**src/rtl/fir_pkg.sv**
```systemverilog
// Shared types and defaults for the sequential FIR MAC and its helper stages.
package fir_pkg;

    localparam int FIR_DATA_WIDTH = 32;
    localparam int FIR_FRAC_BITS  = 16;
    localparam int FIR_NUM_TAPS   = 8;
    localparam int FIR_ACC_WIDTH  = 2*FIR_DATA_WIDTH + $clog2(FIR_NUM_TAPS);

    typedef logic signed [FIR_DATA_WIDTH-1:0] sample_t;
    typedef logic signed [FIR_ACC_WIDTH-1:0]  acc_t;

    typedef enum logic [1:0] {
        IDLE,
        ACCUM,
        OUTPUT
    } mac_state_e;

endpackage

```
**src/rtl/fir_round_sat.sv**
```systemverilog
// Q-format round-half-up of a wide accumulator down to a sample; clamps when FIR_MAC_SAT_EN is defined, otherwise wraps.
// Latency: purely combinational, zero cycles.
// Backpressure: none, no handshake.
module fir_round_sat #(
    parameter int DATA_WIDTH = 32,
    parameter int FRAC_BITS  = 16,
    parameter int ACC_WIDTH  = 67
) (
    input  logic signed [ACC_WIDTH-1:0]  acc,
`ifdef FIR_MAC_SAT_EN
    output logic                         sat,
`endif
    output logic signed [DATA_WIDTH-1:0] res
);

    localparam logic signed [ACC_WIDTH-1:0] HALF =
        {{(ACC_WIDTH-1){1'b0}}, 1'b1} << (FRAC_BITS-1);

`ifdef FIR_MAC_SAT_EN
    localparam logic signed [ACC_WIDTH-1:0] MAXV =
        {{(ACC_WIDTH-DATA_WIDTH+1){1'b0}}, {(DATA_WIDTH-1){1'b1}}};
    localparam logic signed [ACC_WIDTH-1:0] MINV =
        {{(ACC_WIDTH-DATA_WIDTH+1){1'b1}}, {(DATA_WIDTH-1){1'b0}}};

    logic signed [ACC_WIDTH-1:0] rnd;
    assign rnd = (acc + HALF) >>> FRAC_BITS;

    always_comb begin
        sat = 1'b0;
        res = rnd[DATA_WIDTH-1:0];
        if (rnd > MAXV) begin
            sat = 1'b1;
            res = MAXV[DATA_WIDTH-1:0];
        end else if (rnd < MINV) begin
            sat = 1'b1;
            res = MINV[DATA_WIDTH-1:0];
        end
    end
`else
    assign res = DATA_WIDTH'((acc + HALF) >>> FRAC_BITS);
`endif

endmodule

```
**src/rtl/fir_mac_seq.sv**
```systemverilog
// Time-multiplexed FIR MAC: one multiplier walks NUM_TAPS taps per sample; FIR_MAC_SAT_EN adds clamping and sat_flag.
// Latency: NUM_TAPS accumulate cycles after the accept edge, result registered on entry to OUTPUT; one sample per NUM_TAPS+2 cycles.
// Backpressure: in_ready low while busy; result held stable in OUTPUT until out_ready.
module fir_mac_seq
    import fir_pkg::*;
#(
    parameter  int DATA_WIDTH = FIR_DATA_WIDTH,
    parameter  int NUM_TAPS   = FIR_NUM_TAPS,
    parameter  int FRAC_BITS  = FIR_FRAC_BITS,
    localparam int ACC_WIDTH  = 2*DATA_WIDTH + $clog2(NUM_TAPS),
    localparam int IDXW       = $clog2(NUM_TAPS)
) (
    input  logic                         clk,
    input  logic                         rst,
    input  logic                         in_valid,
    output logic                         in_ready,
    input  logic signed [DATA_WIDTH-1:0] in_data,
    output logic                         out_valid,
    input  logic                         out_ready,
    output logic signed [DATA_WIDTH-1:0] out_data,
    input  logic                         coef_we,
    input  logic [IDXW-1:0]              coef_addr,
    input  logic signed [DATA_WIDTH-1:0] coef_data,
`ifdef FIR_MAC_SAT_EN
    output logic                         sat_flag,
`endif
    output logic                         busy
);

    mac_state_e                  state;
    logic signed [DATA_WIDTH-1:0] taps  [NUM_TAPS];
    logic signed [DATA_WIDTH-1:0] coefs [NUM_TAPS];
    logic signed [ACC_WIDTH-1:0]  acc;
    logic [IDXW-1:0]              idx;

    logic signed [2*DATA_WIDTH-1:0] prod;
    logic signed [ACC_WIDTH-1:0]    acc_next;
    logic signed [DATA_WIDTH-1:0]   rnd;

    assign prod     = (2*DATA_WIDTH)'(coefs[idx]) * (2*DATA_WIDTH)'(taps[idx]);
    assign acc_next = acc + ACC_WIDTH'(prod);

    // Rounds the running sum including the current term, so the last ACCUM edge can register the result directly.
`ifdef FIR_MAC_SAT_EN
    logic rnd_sat;
    fir_round_sat #(.DATA_WIDTH(DATA_WIDTH), .FRAC_BITS(FRAC_BITS), .ACC_WIDTH(ACC_WIDTH))
        u_round (.acc(acc_next), .sat(rnd_sat), .res(rnd));
`else
    fir_round_sat #(.DATA_WIDTH(DATA_WIDTH), .FRAC_BITS(FRAC_BITS), .ACC_WIDTH(ACC_WIDTH))
        u_round (.acc(acc_next), .res(rnd));
`endif

    always_ff @(posedge clk) begin
        if (rst) begin
            state     <= IDLE;
            for (int k = 0; k < NUM_TAPS; k++) begin
                taps[k]  <= '0;
                coefs[k] <= '0;
            end
            acc       <= '0;
            idx       <= '0;
            in_ready  <= 1'b1;
            out_valid <= 1'b0;
            out_data  <= '0;
            busy      <= 1'b0;
`ifdef FIR_MAC_SAT_EN
            sat_flag  <= 1'b0;
`endif
        end else begin
            case (state)
                IDLE: begin
                    if (coef_we && (int'(coef_addr) < NUM_TAPS))
                        coefs[coef_addr] <= coef_data;
                    if (in_valid) begin
                        taps[0] <= in_data;
                        for (int k = 1; k < NUM_TAPS; k++)
                            taps[k] <= taps[k-1];
                        acc      <= '0;
                        idx      <= '0;
                        in_ready <= 1'b0;
                        busy     <= 1'b1;
                        state    <= ACCUM;
                    end
                end
                ACCUM: begin
                    acc <= acc_next;
                    idx <= idx + 1'b1;
                    if (idx == IDXW'(NUM_TAPS-1)) begin
                        out_data  <= rnd;
                        out_valid <= 1'b1;
`ifdef FIR_MAC_SAT_EN
                        sat_flag  <= rnd_sat;
`endif
                        state     <= OUTPUT;
                    end
                end
                OUTPUT: begin
                    if (out_ready) begin
                        out_valid <= 1'b0;
                        in_ready  <= 1'b1;
                        busy      <= 1'b0;
`ifdef FIR_MAC_SAT_EN
                        sat_flag  <= 1'b0;
`endif
                        state     <= IDLE;
                    end
                end
                default: state <= IDLE;
            endcase
        end
    end

endmodule

```
**config.mk**
```make
export PLATFORM = sky130hd
export DESIGN_NAME = fir_mac_seq
export DESIGN_NICKNAME = d
export VERILOG_FILES = /design/src/rtl/fir_pkg.sv /design/src/rtl/fir_round_sat.sv /design/src/rtl/fir_mac_seq.sv
export SDC_FILE = /design/constraint.sdc
export NUM_CORES = 2
export LEC_CHECK = 0
export CAP_MARGIN = 15
export CORE_ASPECT_RATIO = 2
export CORE_MARGIN = 5
export CORE_UTILIZATION = 30
export CTS_BUF_LIST = sky130_fd_sc_hd__clkbuf_8 sky130_fd_sc_hd__clkbuf_16
export DETAILED_ROUTE_END_ITERATION = 8
export GPL_ROUTABILITY_DRIVEN = 0
export HOLD_SLACK_MARGIN = 0.08
export PLACE_DENSITY = 0.55
export RECOVER_POWER = 25
export SETUP_SLACK_MARGIN = 0.2
export SLEW_MARGIN = 20
export SYNTH_ARGS = -nofsm -noshare
export SYNTH_HDL_FRONTEND = slang
export SYNTH_SLANG_ARGS = --single-unit
```
**constraint.sdc**
```tcl
create_clock -name clk -period 16.3 [get_ports clk]
set_input_delay 4.075 -clock clk [delete_from_list [all_inputs] [get_ports clk]]
set_output_delay 4.075 -clock clk [all_outputs]
set_load 0.01 [all_outputs]
```
# Word-level counts from Yosys, hierarchy flattened
# Memories as Yosys holds them, arrays and structs flattened. A register that Yosys moved wholly into a read port is not among the register bits.
# Cells that the tools add are included.
# Widths: inputs -> output; s select.
# op_classes
n_addsub	3
n_mul	1
n_div	0
order_cmp	0
n_eq_ne	6
n_shift	0
n_mux	41
bitwise_logic	8
reduce_logical	10
# op_table
cell	n
$mux 32	9
$pmux 67 s2	1
$add 67x64->67	1
$mux 67	1
$mul 32x32->64	1
$add 48x17->48 const B	1
$reduce_or 32->1	1
$mux 3	6
$mux 1	16
$reduce_and 3->1	3
$or 1x1->1	8
$mux 2	3
$ne 2x2->1 const B	3
$pmux 1 s2	3
$pmux 2 s3	1
$pmux 3 s2	1
$reduce_bool 2->1	3
$reduce_and 2->1	2
$add 3x1->3 const B	1
$eq 3x3->1 const B	1
$eq 2x1->1 const B	1
$eq 2x2->1 const B	1
$logic_not 2->1	1
# totals
register_bits	107
latch_bits	0
mem_bits_rw	512
rom_bits	0
wordCells	78
memories	2
# mem_list
memory	words	width	read_ports	rd_clocked_by_memory_dff	wr	line	text
coefs	8	32	1	1	8	fir_mac_seq.sv:32	logic signed [DATA_WIDTH-1:0] coefs [NUM_TAPS];
taps	8	32	8	1	8	fir_mac_seq.sv:31	logic signed [DATA_WIDTH-1:0] taps [NUM_TAPS];

# Logic depth before layout (Yosys ltp)
# logic_depth
word_depth	6
depth_mapped	38
mapped_depth_nobuf	31

# Cells and area by module
# Synthesis repeated with hierarchy kept, for this count alone.
# hier_totals
cells_unflattened	6290
area_unflattened_um2	67674.9
# modules_own_cells
mod	n_inst	cells_each	area_per_inst_um2
fir_mac_seq	1	6194	67028.0
fir_round_sat	1	96	646.9

# Least setup slack after synthesis
# No wires, ideal clock.
# synth_timing
path_type	input to register
from	input port rst
to	memory taps[0][0], enable pin
setup_ns	0.617
arrival_time_ns	10.032
path_slack_ns	5.651
cell_stages	4
path_buffers	3
path_cell_list	clkbuf_1 > clkbuf_1 > clkbuf_1 > a21o_1
# synth_lines
item	line	text
start, declared	fir_mac_seq.sv:14	input logic rst,
end, declared	fir_mac_seq.sv:31	

==> results.md <==
- Cell count after synthesis: 5360
- Slew @ Worst Pin: 6950 ps
- Effective utilization at floorplan: 0.301
- Number of rows in the core area: 228
- Share of post-route cells with drive strength above 1: 0.0809
- Remaining global-route overflow: 0
- Distinct cell type count of the synthesized netlist: 100
- Most repeated cell in the gate-level netlist after synthesis: inv_1
- Total of buffers placed on input and output ports: 106
- Net count after synthesis: 6523
- Height of the chip: 632 um
- DR top layer: met5
- Detailed Route WL: 192000 um
- CTS tree: done
- Maximum clock frequency: 82.7 MHz
- Placed wire-length estimate after detailed placement: 144000 um
- Bufs on Longest Clock Path: 3
- Clock-pin transition on the worst setup and hold timing paths: 70 ps
- Pin count of the biggest net entering global routing: 193
- Insertion delay to the later sink of the worst-skew pair: 700 ps
- Clock net sink count: 603
- Worst hold path type: register to register
- Post-synth top area cell: fa_1
- Clk Tree Root Cell: clkbuf_16
- Routed length on met3: 9400 um
- DRT met1 WL: 62800 um
- DRT Pass-1 Iters: 8
- Final Max Tran Viols: 569
- Crit Path Category: input pin to register
- Final Cycle Share: 0.742
- Kind of end point of the critical path: register
- Final min period: 12100 ps
- Vias: 39300
- Post-synthesis sequential element count: 603
- Setup tns final: 0 ps
- Area Growth Syn to Fin: 10.1%
- DIE WIDTH: 321 um
- Hold bufs inserted after CTS: 0
- Final net count: 6477
- Crit-path max FO: 192
- Number of antenna violations at the first check in global routing: 12
- Wire length of the first global-routing pass: 284000 um
- Post-synth top area share: 0.312
- RSZ-0062 raised after global routing: false
- Syn avg cell area: 10.8 sq um
- Post-CTS setup buffer count: 0
- Type of origin of the critical path: input pin
- Launching instance or port of the critical path: rst
- Worst clock skew: 51.0 ps
- Final ANT Viol Nets: 0
- Max capacitance violation total: 10
- Setup-failing EPs final: 0
- Number of global-route vias before repair: 44000
- Top_reg_cell synth: edfxtp_1
- Violated checks: capacitance limit, slew limit
- Netlist area before placement: 58100 sq um
- Top post-synthesis cells by count: 981 x inv_1, 904 x fa_1, 598 x nand2_1, 512 x edfxtp_1, 419 x nor2_1
- Clock buffer count from CTS: 56
- Share of the yosys chip area belonging to registers: 0.296
- Hold Path Origin: out_data[11]
- Depth of the CTS H-tree: 2
- Amount of wire on met2 after detailed routing: 101000 um
- Run status: finished with violations
- Routed WL per cell: 24.3 um
- Arrival time of the worst setup path: 12610 ps
- Area inside the core boundary: 193000 sq um
- Final hold violations: 0
- Post-synth EDFFs: 512
- I/O pin count: 107
- Worst EP required: 16810 ps
- YS warnings: 0
- Count of unresolved DRC violations after routing: 0
- Synth async-reset ratio: 0
- Tightest slew margin relative to the limit: -3.63
- Overall track demand over capacity in global routing: 0.188
- Cell types with the largest area share after synthesis: fa_1 31%, edfxtp_1 26%, inv_1 6.3%
- DRC marker count from the first detailed-route iteration: 2643
- Number of cells upsized or downsized after cts: 0
- Die footprint: 203000 sq um
- Number of vias per cell: 4.97
==> logic make-up (layout without fill, tap and decap cells) <==
family,after synthesis,after routing,synth area share
other cells,0,4,0
xor+xnor,109,109,0.0169
simple gates,1748,1748,0.146
fa+ha+maj,1091,1091,0.352
mux,235,235,0.0644
compound gates,288,288,0.0380
buf+inv,1286,1288,0.0867
flops,603,603,0.296
==> cells in the final DEF, fill, tap and decap left out, types with 29 or more instances in the layout <==
cell type,count
nand2b_1,29
clkbuf_16,57
mux4_2,96
edfxtp_1,512
xnor2_1,78
fa_1,904
inv_1,986
nand2_1,598
nor2b_1,78
clkdlybuf4s50_1,104
buf_4,84
o21ai_0,29
a21oi_1,64
a22oi_1,54
and3_1,202
dfxtp_1,88
mux2i_1,62
nor2_1,413
and2_1,303
mux2_2,53
ha_1,187
==> per-layer routing <==
| metal | vias to the layer above | track usage |
|---|---|---|
| met5 | - | 0 |
| met4 | 12 | 0.136 |
| met3 | 711 | 0.0271 |
| met2 | 1397 | 0.350 |
| met1 | 20400 | 0.190 |
| li1 | 16800 | - |
==> path summary, 6_finish.rpt <==
kind / to / slack [ps] / cells after the start
setup / recovery: taps[0][6] / 4200 / 4
hold reg to reg: out_data[11] / 450 / 2
setup reg to reg: out_data[31] / 4690 / 28
hold / removal: out_data[11] / 450 / 2
==> through the flow <==
| step | std cells | setup WS [ps] | area, sq um | hold WS (ps) | utilization |
|---|---|---|---|---|---|
| 2_1_floorplan | 5360 | 5650 | 58100 | 432 | - |
| 3_3_place_gp | 7785 | 4990 | 62000 | 441 | 0.321 |
| 3_5_place_dp | 7785 | 5010 | 62000 | 445 | 0.321 |
| 4_1_cts | 7891 | 4990 | 64000 | 453 | 0.332 |
| 5_1_grt | 7893 | 3560 | 63900 | 492 | 0.332 |
| 6_report | 7896 | 4200 | 63900 | 453 | 0.332 |
==> layout make-up <==
class | instances | area [sq um]
Tap cell | 2530 | 3170
Multi-Input combinational cell | 3471 | 36100
Sequential cell | 603 | 17200
Fill cell | 19700 | 129000
Antenna cell | 4 | 10.0
Clock inverter | 49 | 572
Timing Repair Buffer | 200 | 1780
Clock buffer | 57 | 1430
Inverter | 982 | 3690
==> sequential cells by signal (all words and copies together) (netlist names), named ones only <==
signal / count
coefs: 256
taps: 256
acc: 48
out_data: 32
idx: 3
state: 2
busy: 1
in_ready: 1
out_valid: 1
==> critical path, cell delays in order <==
cell and delay (ps):
clkbuf_1 890, nor3_1 1900, clkbuf_1 4930, and3_1 610
Power is not shown: default switching activity piles up to over one toggle a cycle in this logic, so the estimate is an artifact.
